--- config.mk ---
export PLATFORM = sky130hd
export DESIGN_NAME = imem_fetch_queue
export DESIGN_NICKNAME = d
export VERILOG_FILES = /design/src/rtl/imem_fetch_queue.sv
export SDC_FILE = /design/constraint.sdc
export NUM_CORES = 1
export LEC_CHECK = 0
export CAP_MARGIN = 10
export CORE_MARGIN = 2
export CORE_UTILIZATION = 42
export DETAILED_ROUTE_END_ITERATION = 10
export HOLD_SLACK_MARGIN = 0.05
export MAX_ROUTING_LAYER = met4
export PLACE_DENSITY = 0.76
export SYNTH_ARGS = -nofsm -noshare
export SYNTH_HDL_FRONTEND = slang
export SYNTH_MEMORY_MAX_BITS = 65536
export SYNTH_SLANG_ARGS = --single-unit
export TNS_END_PERCENT = 5
--- constraint.sdc ---
create_clock -name clka -period 2 [get_ports clka]
set_input_delay 0.4 -clock clka [delete_from_list [all_inputs] [get_ports clka]]
set_output_delay 0.4 -clock clka [all_outputs]
set_load 0.03 [all_outputs]
--- src/rtl/imem_fetch_queue.sv ---
// imem_fetch_queue: instruction memory with an autonomous sequential fetch
// PC, a registered array read, and a QDEPTH-entry prefetch FIFO drained by
// decode through a valid/ready handshake. Redirects flush the queue and
// restart fetch at a new address.
// Optional feature macro: IMEM_LOAD_EN enables the run-time program-load
// write port. Without it the array is a ROM and the load_* ports are ignored.
module imem_fetch_queue #(
  parameter int          DATA_W    = 32,
  parameter int          ADDR_W    = 7,
  parameter int          QDEPTH    = 4,
  parameter int unsigned RESET_PC  = 0,
  parameter string       INIT_FILE = ""
) (
  input  logic                        clka,
  input  logic                        rsta_n,
  input  logic                        redirect_valid,
  input  logic [ADDR_W-1:0]           redirect_addr,
  output logic                        fetch_valid,
  input  logic                        fetch_ready,
  output logic [DATA_W-1:0]           fetch_instr,
  output logic [ADDR_W-1:0]           fetch_addr,
  input  logic                        load_we,
  input  logic [ADDR_W-1:0]           load_addr,
  input  logic [DATA_W-1:0]           load_data,
  output logic [$clog2(QDEPTH):0]     q_count
);

  localparam int DEPTH = 1 << ADDR_W;
  localparam int PTR_W = $clog2(QDEPTH);
  localparam int CNT_W = PTR_W + 1;

  // Storage
  logic [DATA_W-1:0] r_mem     [DEPTH];
  logic [DATA_W-1:0] r_q_instr [QDEPTH];
  logic [ADDR_W-1:0] r_q_addr  [QDEPTH];

  // Fetch / read pipeline state
  logic [ADDR_W-1:0] r_pc;
  logic              r_rd_valid;
  logic [ADDR_W-1:0] r_rd_addr;
  logic [DATA_W-1:0] r_rd_data;

  // Queue bookkeeping
  logic [PTR_W-1:0]  r_wptr;
  logic [PTR_W-1:0]  r_rptr;
  logic [CNT_W-1:0]  r_count;

  // Registered head outputs
  logic              r_out_valid;
  logic [DATA_W-1:0] r_out_instr;
  logic [ADDR_W-1:0] r_out_addr;

  // Combinational control
  logic              w_pop;
  logic              w_push;
  logic [CNT_W:0]    w_occ;
  logic              w_issue;
  logic [ADDR_W-1:0] w_issue_addr;
  logic [CNT_W-1:0]  w_next_count;
  logic [CNT_W-1:0]  w_cnt_after_pop;
  logic [PTR_W-1:0]  w_rptr_next;
  logic              w_next_valid;
  logic [DATA_W-1:0] w_next_instr;
  logic [ADDR_W-1:0] w_next_addr;

  // Handshake, issue decision and queue occupancy arithmetic.
  always_comb begin
    w_pop           = r_out_valid & fetch_ready;
    // A redirect discards whatever read is in flight, so nothing is pushed.
    w_push          = r_rd_valid & ~redirect_valid;
    // pop <= count always holds, so this never underflows.
    w_occ           = {1'b0, r_count} + (CNT_W+1)'(r_rd_valid) - (CNT_W+1)'(w_pop);
    w_cnt_after_pop = r_count - CNT_W'(w_pop);
    w_rptr_next     = r_rptr + PTR_W'(w_pop);
    if (redirect_valid) begin
      w_issue      = 1'b1;
      w_issue_addr = redirect_addr;
      w_next_count = '0;
    end else begin
      w_issue      = (w_occ < (CNT_W+1)'(QDEPTH));
      w_issue_addr = r_pc;
      w_next_count = w_cnt_after_pop + CNT_W'(w_push);
    end
  end

  // Next queue head: surviving old entry first, else the word being pushed.
  always_comb begin
    w_next_valid = 1'b0;
    w_next_instr = '0;
    w_next_addr  = '0;
    if (redirect_valid) begin
      w_next_valid = 1'b0;
    end else if (w_cnt_after_pop != '0) begin
      w_next_valid = 1'b1;
      w_next_instr = r_q_instr[w_rptr_next];
      w_next_addr  = r_q_addr[w_rptr_next];
    end else if (w_push) begin
      w_next_valid = 1'b1;
      w_next_instr = r_rd_data;
      w_next_addr  = r_rd_addr;
    end else begin
      w_next_valid = 1'b0;
    end
  end

  // Array write port (read-first) and registered read of the issuing address.
  always_ff @(posedge clka) begin
`ifdef IMEM_LOAD_EN
    if (rsta_n && load_we) begin
      r_mem[load_addr] <= load_data;
    end
`endif
    r_rd_data <= r_mem[w_issue_addr];
  end

`ifndef IMEM_LOAD_EN
  // Load port is present but has no effect in the read-only build.
  logic w_load_unused;
  assign w_load_unused = load_we ^ (^load_addr) ^ (^load_data);
`endif

  // Fetch PC and in-flight read tag.
  always_ff @(posedge clka) begin
    if (!rsta_n) begin
      r_pc       <= ADDR_W'(RESET_PC);
      r_rd_valid <= 1'b0;
      r_rd_addr  <= '0;
    end else begin
      r_rd_valid <= w_issue;
      if (w_issue) begin
        r_rd_addr <= w_issue_addr;
        r_pc      <= w_issue_addr + ADDR_W'(1);
      end
    end
  end

  // Queue pointers and occupancy; a redirect empties the queue.
  always_ff @(posedge clka) begin
    if (!rsta_n) begin
      r_wptr  <= '0;
      r_rptr  <= '0;
      r_count <= '0;
    end else if (redirect_valid) begin
      r_wptr  <= '0;
      r_rptr  <= '0;
      r_count <= '0;
    end else begin
      if (w_push) begin
        r_wptr <= r_wptr + PTR_W'(1);
      end
      r_rptr  <= w_rptr_next;
      r_count <= w_next_count;
    end
  end

  // Queue entry storage, written at the tail on a push.
  always_ff @(posedge clka) begin
    if (rsta_n && w_push) begin
      r_q_instr[r_wptr] <= r_rd_data;
      r_q_addr[r_wptr]  <= r_rd_addr;
    end
  end

  // Registered head outputs; zero whenever the queue is empty.
  always_ff @(posedge clka) begin
    if (!rsta_n) begin
      r_out_valid <= 1'b0;
      r_out_instr <= '0;
      r_out_addr  <= '0;
    end else begin
      r_out_valid <= w_next_valid;
      r_out_instr <= w_next_instr;
      r_out_addr  <= w_next_addr;
    end
  end

  assign fetch_valid = r_out_valid;
  assign fetch_instr = r_out_instr;
  assign fetch_addr  = r_out_addr;
  assign q_count     = r_count;

endmodule

======== Yosys cells after proc, flatten, opt, wreduce, memory -nomap -nowiden ========
Memories as Yosys holds them, arrays and structs flattened.
Index checks and enable logic that the tools add are counted.
storage, ports and cells
  memories kept ........................... 2
  memory bits (writable) .................. 156
  output and inout bits ................... 43
  register bits after elaboration ......... 94
operators by class
  multiplexer cells ....................... 10
  order comparisons ....................... 1
  reduce and logical (&&, ||, !) cells .... 3
  bitwise gates (word level) .............. 4
  add/subtract/negate cells ............... 7
memory list
  name       words  bits a word  rd ports  clocked after Yosys merged registers in  wr ports  line  text
  r_q_instr  4      32           1         0                                        1         34    logic [DATA_W-1:0] r_q_instr [QDEPTH];
  r_q_addr   4      7            1         0                                        1         35    logic [ADDR_W-1:0] r_q_addr [QDEPTH];
operators with widths
  cell                                                number
  2-to-1 mux 32 bit                                   2
  2-to-1 mux 7 bit                                    3
  adder 7 x 1 -> 7 bit, second input constant         1
  2-to-1 mux 1 bit                                    5
  adder 3 x 1 -> 4 bit                                1
  < comparator 4 x 3 -> 1 bit, second input constant  1
  subtractor 4 x 1 -> 4 bit                           1
  adder 3 x 1 -> 3 bit                                1
  nonzero test 3 bit                                  1
  subtractor 3 x 1 -> 3 bit                           1
  adder 2 x 1 -> 2 bit                                1
  adder 2 x 1 -> 2 bit, second input constant         1
  AND 1 bit                                           2
  inverter 1 bit                                      2
  OR reduction 2 bit                                  1
  logical AND 1 bit                                   1

======== Longest topological paths before layout ========
Gate-level depths: netlist of the first run.
  word-level depth ........................ 5
  gate-level depth with buffers ........... 9
  gate-level depth less buffers ........... 8

======== Least setup slack after synthesis of the first run ========
Ideal clock, no wire load.
  path kind ............................... register to register
  start point ............................. register r_out_valid, in the netlist fetch_valid
  end point ............................... register r_pc[0]
  required time ........................... 1.878 ns
  path buffers ............................ 1
  data arrival time ....................... 2.132 ns
  slack ................................... -0.254 ns
  cell stages (with the launch flop) ...... 9
  period minus slack after synthesis ...... 2.254 ns
  library setup time ...................... 0.122 ns
  path through ............................ dfxtp_1 nand3b_1 ha_1 nand2_1 a21oi_2 o211a_1 or3_1 buf_2 a311o_1
between the ends
  word-level cells in the longest chain between the ends .. 4
ends and longest elaborated chain
  what                         line  text
  start: declaration           49    logic r_out_valid;
  start signal: assignment     171   r_out_valid <= w_next_valid;
  AND 1 bit                    68    w_pop = r_out_valid & fetch_ready;
  subtractor 4 x 1 -> 4 bit    72    w_occ = {1'b0, r_count} + (CNT_W+1)'(r_rd_valid) - (CNT_W+1)'(w_pop);
  < comparator 4 x 3 -> 1 bit  80    w_issue = (w_occ < (CNT_W+1)'(QDEPTH));
  2-to-1 mux 1 bit             75    if (redirect_valid) begin
  end signal: assignment       125   r_pc <= ADDR_W'(RESET_PC);
  end signal: assignment       132   r_pc <= w_issue_addr + ADDR_W'(1);
  end: declaration             38    logic [ADDR_W-1:0] r_pc;
No other way between the ends.
A chain may end at the register's enable or synchronous reset.

======== Final worst setup path of the first run ========
  start point ............................. register r_rd_valid
  end point ............................... register r_rd_addr[3]
between the ends
  word-level cells in the longest chain between the ends .. 4
ends and longest elaborated chain
  what                         line  text
  start: declaration           39    logic r_rd_valid;
  start signal: assignment     129   r_rd_valid <= w_issue;
  adder 3 x 1 -> 4 bit         72
  subtractor 4 x 1 -> 4 bit    72
  < comparator 4 x 3 -> 1 bit  80
  2-to-1 mux 1 bit             75
  end signal: assignment       131   r_rd_addr <= w_issue_addr;
  end: declaration             40    logic [ADDR_W-1:0] r_rd_addr;
No other way between the ends.

==> results_dict.tcl, run 1 <==
set metrics [dict create \
    status "finished, violations left" \
    violations "negative setup slack" \
    synthTopCellsByArea "edfxtp_1 28%, dfxtp_1 20%, buf_4 8.0%" \
    synth_edf_count 28 \
    grt_first_pass_wirelength_um 9963 \
    syn_to_final_growth_pct 26.30 \
    ant_nets 0 \
    synth_top_area_share_pct 28.01 \
    grt_max_degree 32 \
    hpwl_um 4325 \
    layout.nets 404 \
    fin_ws_ns -0.02061 \
    cts_sinks 58 \
    worstPathMaxFanout 6 \
    timing.final.crit_share_pct 101.0 \
    finalSetupViolCount 1 \
    ios 94 \
    rsz0062_at_grt "true" \
    grt_overflow 0 \
    cts-root-buf "clkbuf_8" \
    netlist_area_sq_um 3002 \
    initial_core_util_pct 43.70 \
    gp_congestion 0.8183 \
    coreArea_sq_um 6869 \
    maxCapViolCount 0 \
    end_kind "flop" \
    vias 2191 \
    ys.flop_type "dfxtp_1" \
    drv_slew 0 \
    hold_viol 0 \
    hold_path.class "flop to flop" \
    drive_gt1_share_pct 23.92 \
    grt_pass1_vias 2070 \
    fin_util_pct 55.19 \
    clock_latency_ns 0.35 \
    yosysSeqAreaShare_pct 48.02 \
    rr_worst_depth 8 \
    via_per_inst 4.946 \
    numCtsBuffers 9 \
    port_buffers 21 \
    drt-initial-drc-count 106 \
    fp.dieArea_sq_um 7839 \
    n_antenna_cell 0 \
    synth_cell_types 44 \
    power.leakage_nw 1.509 \
    worstSetupStartpointType "flop" \
    antenna_found_initial 0 \
    crit_arrival_ns 2.28 \
    place_inst 423 \
    tns_ns -0.02061 \
    fin_total_pwr_mw 2.957 \
    cts_hold_buf 0 \
    ir_drop_uv 426.9 \
    ys.warnings.count 0 \
    dieWidth_um 88.54 \
    critical_path_required_ns 2.26 \
    power.density_nw_per_um2 779.9 \
    grt_util_all_layers_pct 17.63 \
    fp.dieH_um 88.54 \
    yosys.area.top_type "edfxtp_1" \
    firstDrtPassIters 4 \
    fillCellCount 592 \
    drc 0 \
    htree_levels 3 \
    row_count 30 \
    skew_ns 0.009607 \
    cts_max_path_buffers 2 \
    holdPathStages 2 \
    critPathKind "flop to flop" \
    post_drt_wl_per_cell_um 14.04 \
    syn_area_per_cell_sq_um 10.64 \
    finalCriticalPeriod_ns 2.021 \
    cts.clk_slew.worst_paths_ns 0.06 \
    drt-total-wl_um 6219 \
    fin_cells 443 \
    synth_seq_cells 58 \
    fmax_mhz 494.9 \
    async_flop_share_pct 0 \
    cts_tree "built" \
    syn_inst 282 \
]
==> cells in the mapped netlist, types with 2 or more instances <==
library cell	instances
nand2_1	17
inv_1	10
clkbuf_1	12
o22a_1	2
mux2i_1	5
edfxtp_1	28
nor4_2	2
nor4b_1	3
o21ai_0	3
o311a_1	2
and3_1	9
nand3_1	21
a21oi_1	11
nand3b_1	5
a31oi_1	2
dfxtp_1	30
buf_4	32
a211oi_1	3
ha_1	11
and2_1	5
nor2_1	19
a221oi_1	2
o211ai_1	4
xnor2_1	5
nor2b_1	5
o31ai_1	6
mux4_2	7
xor2_1	3
buf_2	2
or3_1	2
==> through the flow <==
stage	hold WS (ns)	setup WS, ns	instance area, sq um
floorplan	0.4486	-0.1613	3122
global placement	0.4713	-0.5442	3487
detailed placement	0.4764	-0.5811	3487
CTS	0.4888	-0.07996	3702
global route	0.5059	-0.1024	3791
finish	0.4830	-0.02061	3791
==> sequential cells by signal (all words and copies together) (netlist names) <==
register and flops:
r_q_addr 28, fetch_addr 7, r_pc 7, r_rd_addr 7
q_count 3, r_rptr 2, r_wptr 2, fetch_valid 1
r_rd_valid 1
==> what timing repair did <==
item | 4_1_cts | 5_1_grt
endpoints found under the setup margin | 15 | 15
resized for setup | 2 | 11
buffers inserted | 1 | 3
pin swaps | 6 | 7
==> per-layer routing <==
layer	vias to the layer above	track usage (%)	share of wire, %
met1	1060	20.98	43
met5	-	-	0
met3	7	6.437	4.6
met2	50	28.02	51
met4	0	5.372	0.95
li1	1074	-	-
==> final timing paths <==
kind | from | endpoint | slack [ns]
setup / recovery | r_rd_valid | r_rd_addr[3] | -0.02
hold reg to reg | r_pc[1] | r_pc[1] | 0.48
setup reg to reg | r_rd_valid | r_rd_addr[3] | -0.02
hold / removal | r_pc[1] | r_pc[1] | 0.48
==> where the power goes <==
| part | total (mW) | leakage, nW | internal [mW] | switching, mW |
|---|---|---|---|---|
| logic | 0.507 | 0.911 | 0.217 | 0.291 |
| registers | 1.35 | 0.503 | 1.30 | 0.0495 |
| clock network | 1.10 | 0.0945 | 0.608 | 0.488 |
==> cells in the final DEF (no fill, tap or decap), drive strengths merged, types with 2 or more instances in the layout <==
| cell | n |
|---|---|
| conb | 32 |
| or3 | 2 |
| mux4 | 7 |
| xor2 | 3 |
| nor4b | 3 |
| o22a | 2 |
| clkbuf | 10 |
| and2 | 5 |
| nor2b | 5 |
| o31ai | 6 |
| nand3b | 5 |
| clkinv | 2 |
| and3 | 9 |
| nand3 | 21 |
| o211ai | 4 |
| a31oi | 2 |
| inv | 10 |
| ha | 11 |
| dfxtp | 30 |
| xnor2 | 5 |
| clkinvlp | 3 |
| o311a | 2 |
| nor4 | 3 |
| o21ai | 3 |
| nor2 | 19 |
| edfxtp | 28 |
| clkdlybuf4s50 | 19 |
| mux2i | 5 |
| nand2 | 17 |
| a21oi | 12 |
| a211oi | 3 |
| buf | 45 |
| a221oi | 2 |
==> logic make-up (layout without fill, tap and decap cells) <==
group / count (synthesis) / count (layout) / synth area share (%)
AND/OR/NAND/NOR: 92 / 92 / 16.34
flip-flops: 58 / 58 / 48.02
buffers and inverters: 58 / 92 / 11.59
AO/OA/AOI/OAI: 41 / 41 / 9.712
multiplexers: 13 / 13 / 7.295
adder cells (fa/ha/maj): 11 / 11 / 4.585
XOR/XNOR: 8 / 8 / 2.334
other: 1 / 32 / 0.1249
==> critical path, cell delays in order, from the launching register on <==
cell and delay [ns]:
dfxtp_1 0.31, nand3b_1 0.19, ha_1 0.29, nand2_1 0.08, a21oi_2 0.05, o211a_1 0.24
or3_4 0.43, buf_4 0.17, a211oi_2 0.18
==> area by class of cell <==
| cell class | instances | area [sq um] | share of cell area [%] |
|---|---|---|---|
| flip-flops and latches | 58 | 1445 | 38.12 |
| multi-input cells | 197 | 1374 | 36.24 |
| inverters | 10 | 37.54 | 0.9901 |
| repair buffers | 66 | 610.6 | 16.11 |
| well taps | 96 | 120.1 | 3.168 |
| clock buffers | 10 | 137.6 | 3.630 |
| clock inverters | 6 | 66.31 | 1.749 |
(Power assumes the default switching activity.)
==> run 2, diff against run 1 <==
- CAP_MARGIN: 10 -> default
- CORE_UTILIZATION: 42 -> 44
- CTS_BUF_LIST: default -> sky130_fd_sc_hd__clkbuf_8
- GPL_TIMING_DRIVEN: default -> 1
- PLACE_DENSITY: 0.76 -> 0.79
==> results_dict.tcl, run 2 (same netlist as run 1, synthesis figures left out) <==
set metrics [dict create \
    status "finished, violations left" \
    violations "negative setup slack" \
    ir_drop_uv 476.1 \
    end_kind "flop" \
    dieWidth_um 86.60 \
    power.density_nw_per_um2 818.1 \
    timing.final.crit_share_pct 102.8 \
    finalSetupViolCount 12 \
    cts_max_path_buffers 2 \
    hold_viol 0 \
    wl_met1_um 2609 \
    fmax_mhz 486.3 \
    largest-register "r_q_addr" \
    gp_congestion 0.8666 \
    layout.nets 405 \
    initial_core_util_pct 44.93 \
    fp.dieArea_sq_um 7499 \
    place_inst 410 \
    largest_reg_flops 28 \
    mostFrequentLayoutCell "buf_4" \
    placed_area_sq_um 3477 \
    ios 94 \
    ant_nets 0 \
    hpwl_um 4249 \
    hold_path.class "flop to flop" \
    worstPathMaxFanout 7 \
    syn_to_final_growth_pct 25.09 \
    maxCapViolCount 0 \
    power.leakage_nw 1.497 \
    grt_pass1_vias 2073 \
    grt_util_all_layers_pct 17.43 \
    fin_ws_ns -0.05632 \
    cts_sinks 58 \
    post_drt_wl_per_cell_um 13.97 \
    fp.dieH_um 86.60 \
    drv_slew 0 \
    critical_path_required_ns 2.22 \
    drt-initial-drc-count 101 \
    grt_max_degree 32 \
    crit_arrival_ns 2.28 \
    hold_slack_ns 0.4920 \
    antenna_found_initial 0 \
    cts_tree "built" \
    htree_levels 3 \
    numCtsBuffers 9 \
    drive_gt1_share_pct 23.56 \
    skew_ns 0.008011 \
    cts-root-buf "clkbuf_8" \
    final_cell_mix "44 x buf_4, 32 x conb_1, 28 x edfxtp_1" \
    postLayoutCellArea_sq_um 3755 \
    top_layer "met4" \
    coreArea_sq_um 6681 \
    fin_cells 428 \
    drc 0 \
    critPathKind "flop to flop" \
    finalCriticalPeriod_ns 2.056 \
    firstDrtPassIters 4 \
    dr_wl_met2_um 3112 \
    vias 2173 \
    cts_hold_buf 0 \
    clock_latency_ns 0.34 \
    via_per_inst 5.077 \
    grt_first_pass_wirelength_um 9756 \
    port_buffers 21 \
    n_antenna_cell 0 \
    drt-total-wl_um 5981 \
    worstSetupStartpointType "flop" \
    wl_met3_um 217 \
    rsz0062_at_grt "true" \
    grt_overflow 0 \
    cts.clk_slew.worst_paths_ns 0.07 \
    row_count 30 \
]
## run 2: changes by cell type in the layout (fill, tap and decap cells not counted), sizes merged
cell | previous run | this run
buf | 45 | 46
clkdlybuf4s50 | 19 | 20
bufinv | 1 | 2
clkinv | 2 | 3
clkinvlp | 3 | 1
dlymetal6s2s | 1 | 0
## run 2: cell type report
type / instances / area, sq um
clock inverters: 6 / 90.09
clock buffers: 10 / 137.6
flip-flops and latches: 58 / 1446
repair buffers: 67 / 579.3
fillers: 559 / 2927
well taps: 80 / 100.1
inverters: 10 / 37.54
multi-input cells: 197 / 1364
## run 2: power breakdown
| part | internal, mW | total (mW) | switching (mW) | leakage (nW) |
|---|---|---|---|---|
| clock | 0.737 | 1.22 | 0.485 | 0.112 |
| combinational | 0.208 | 0.494 | 0.286 | 0.881 |
| sequential | 1.30 | 1.36 | 0.0513 | 0.504 |
## run 2: what timing repair did
item,CTS,global route
buffers inserted,1,1
gates resized for setup,4,5
setup endpoints to repair,14,14
pin swaps,5,3
## run 2: through the flow
stage	TNS (ns)	power, mW	utilization, %	setup slack, ns
after detailed placement	-15.24	1.863	52.04	-0.5890
final	-0.3074	3.072	56.20	-0.05632
after CTS	-0.08735	3.088	55.71	-0.06307
after global routing	-1.321	3.194	56.20	-0.1235
after floorplan	-0.6022	1.721	-	-0.1613
after global placement	-13.78	1.847	52.04	-0.5539
## run 2: worst paths after layout
path / slack (ns) / to / startpoint / cells past startpoint
setup / recovery: -0.06 / r_pc[0] / r_rd_valid / 7
hold / removal: 0.49 / r_pc[1] / r_pc[1] / 2
setup reg to reg: -0.06 / r_pc[0] / r_rd_valid / 7
hold reg to reg: 0.49 / r_pc[1] / r_pc[1] / 2
## run 2: routing by layer
| layer | track usage, % | up-vias |
|---|---|---|
| met5 | - | - |
| met4 | 5.966 | 0 |
| met3 | 4.286 | 4 |
| met2 | 28.53 | 51 |
| met1 | 21.13 | 1041 |
| li1 | - | 1077 |
## run 2: worst max-delay path: stages (launching register included)
cell,delay [ns]
dfxtp_2,0.33
nand3b_1,0.19
ha_1,0.31
nand2_2,0.09
a21oi_4,0.04
o211a_1,0.24
or3_4,0.43
a311o_1,0.32
==> run 3, diff against run 2 <==
- CORE_UTILIZATION: 44 -> 42
- CTS_BUF_LIST: sky130_fd_sc_hd__clkbuf_8 -> sky130_fd_sc_hd__clkbuf_16
- PLACE_DENSITY: 0.79 -> 0.76
==> results_dict.tcl, run 3 (same netlist as run 1, synthesis figures left out) <==
set metrics [dict create \
    drt-initial-drc-count 115 \
    rr_worst_depth 8 \
    antenna_found_initial 0 \
    fp.dieH_um 88.54 \
    crit_chain "nand3b_1 -> ha_1 -> nand2_1 -> a21oi_2 -> nor3_2 -> or3_4 -> buf_4 -> a211oi_2" \
    drc 0 \
    initial_core_util_pct 43.70 \
    power.density_nw_per_um2 867.8 \
    drt-total-wl_um 6336 \
    finalCriticalPeriod_ns 2.015 \
    cts_tree "built" \
    final_cell_mix "39 x buf_4, 32 x conb_1, 28 x edfxtp_1" \
    critPathKind "flop to flop" \
    p_sw_share_pct 26.47 \
    grt_overflow 0 \
    slowest_stage "or3_4" \
    coreArea_sq_um 6869 \
    grt_pass1_vias 2071 \
    p_seq_share_pct 40.2 \
    hpwl_um 4325 \
    place_inst 423 \
    cts_max_path_buffers 2 \
    rsz0062_at_grt "true" \
    fillCellCount 572 \
    holdPathStages 2 \
    fin_cells 444 \
    grt_max_degree 32 \
    holdPathEnd "r_pc[1]" \
    timing.final.crit_share_pct 100.7 \
    firstDrtPassIters 4 \
    mostFrequentLayoutCell "buf_4" \
    fmax_mhz 496.4 \
    port_buffers 21 \
    drv_slew 0 \
    worst_path_largest_cell_delay_ns 0.45 \
    hold_viol 0 \
    p_sw_mw 0.8935 \
    dieWidth_um 88.54 \
    largest-register "r_q_addr" \
    ios 94 \
    fp.dieArea_sq_um 7839 \
    grt_first_pass_wirelength_um 9977 \
    internal_power_mw 2.482 \
    skew_ns 0.006294 \
    clkPwrFrac_pct 44.6 \
    ant_nets 0 \
    fin_total_pwr_mw 3.376 \
    r2r_slack_ns -0.01 \
    cts.clk_slew.worst_paths_ns 0.05 \
    hold_path.class "flop to flop" \
    n_antenna_cell 0 \
    finalSetupViolCount 2 \
    cts_sinks 58 \
    fin_ws_ns -0.01450 \
    cts-root-buf "clkbuf_16" \
    worstSetupStartpointType "flop" \
    r2r_start "r_rd_valid" \
    syn_to_final_growth_pct 29.60 \
    cts_hold_buf 0 \
    r2r-end "r_rd_addr[3]" \
    layout.nets 405 \
    row_count 30 \
    gp_congestion 0.8183 \
    crit_family "simple AND/OR/NAND/NOR gates" \
    hp-start "r_pc[1]" \
    status "finished, violations left" \
    largest_reg_flops 28 \
    violations "negative setup slack" \
    htree_levels 3 \
    ir_drop_uv 408.4 \
    vias 2205 \
    maxCapViolCount 0 \
    grt_util_all_layers_pct 17.73 \
    end_kind "flop" \
    drive_gt1_share_pct 23.85 \
    path_buf_inv 1 \
    clock_latency_ns 0.33 \
    numCtsBuffers 9 \
    power.leakage_nw 1.554 \
    crit_arrival_ns 2.26 \
    pwr-share-comb_pct 15.2 \
    critical_path_required_ns 2.25 \
    post_drt_wl_per_cell_um 14.27 \
    via_per_inst 4.966 \
    worstPathMaxFanout 6 \
]
[run 3: changes by cell type in the layout (fill, tap and decap cells not counted), moves of 2 or more]
cell | before | now
buf_12 | 2 | 4
buf_4 | 44 | 39
buf_6 | 0 | 3
clkbuf_16 | 0 | 9
clkbuf_8 | 10 | 0
clkinvlp_4 | 1 | 3
[run 3: cell type report]
class	count	area (sq um)	area share, %
sequential	58	1445	37.15
multi-input combinational	197	1374	35.32
timing repair buffer	67	618.1	15.89
clock buffer	9	225.2	5.790
tap	96	120.1	3.088
clock inverter	7	70.07	1.801
inverter	10	37.54	0.9649
[run 3: stage by stage]
step / setup WS (ns) / setup TNS (ns) / util, % / hold WS, ns / cell area, sq um
finish: -0.01450 / -0.01621 / 56.63 / 0.4932 / 3890
global route: -0.09659 / -0.6816 / 56.63 / 0.5209 / 3890
CTS: -0.07769 / -0.1534 / 55.23 / 0.4865 / 3794
detailed placement: -0.5811 / -15.64 / 50.77 / 0.4764 / 3487
global placement: -0.5442 / -13.71 / 50.77 / 0.4713 / 3487
floorplan: -0.1613 / -0.6022 / - / 0.4486 / 3122
[run 3: worst max-delay path by stage]
| stage | start | endpoint | depth (start not counted) | slack, ns |
|---|---|---|---|---|
| after detailed placement | fetch_ready | r_pc[0] | 8 | -0.58 |
| after global routing | r_rd_valid | r_rd_addr[3] | 8 | -0.1 |
| final | r_rd_valid | r_rd_addr[3] | 8 | -0.01 |
| after floorplan | r_rd_valid | r_pc[0] | 9 | -0.16 |
| after CTS | r_rd_valid | r_pc[0] | 7 | -0.08 |
| after global placement | fetch_ready | r_pc[0] | 8 | -0.54 |
[run 3: routing by layer]
metal  routed length, um  track usage, %  vias up
met5                   0               -        -
met2                3194           28.50       54
met3                 326           6.437        9
met1                2752           20.89     1065
met4                  62           5.372        0
li1                    -               -     1077
[run 3: worst min-delay path: cells and delay by family (launching register included)]
kind / cells / cell delay (ns)
and+or+nand+nor: 1 / 0.06
DFF: 1 / 0.32
muxes: 1 / 0.06
[run 3: power groups by stage]
stage	registers (mW)	logic (mW)	clock network [mW]
floorplan	1.38	0.339	0
global placement	1.38	0.463	0
detailed placement	1.38	0.469	0
CTS	1.36	0.476	1.53
global route	1.36	0.557	1.58
finish	1.36	0.513	1.51
[run 3: what timing repair did]
item                       CTS  global route
gates resized for setup      2            11
setup buffers                1             4
setup endpoints to repair   16            15
pin swaps                    6             8
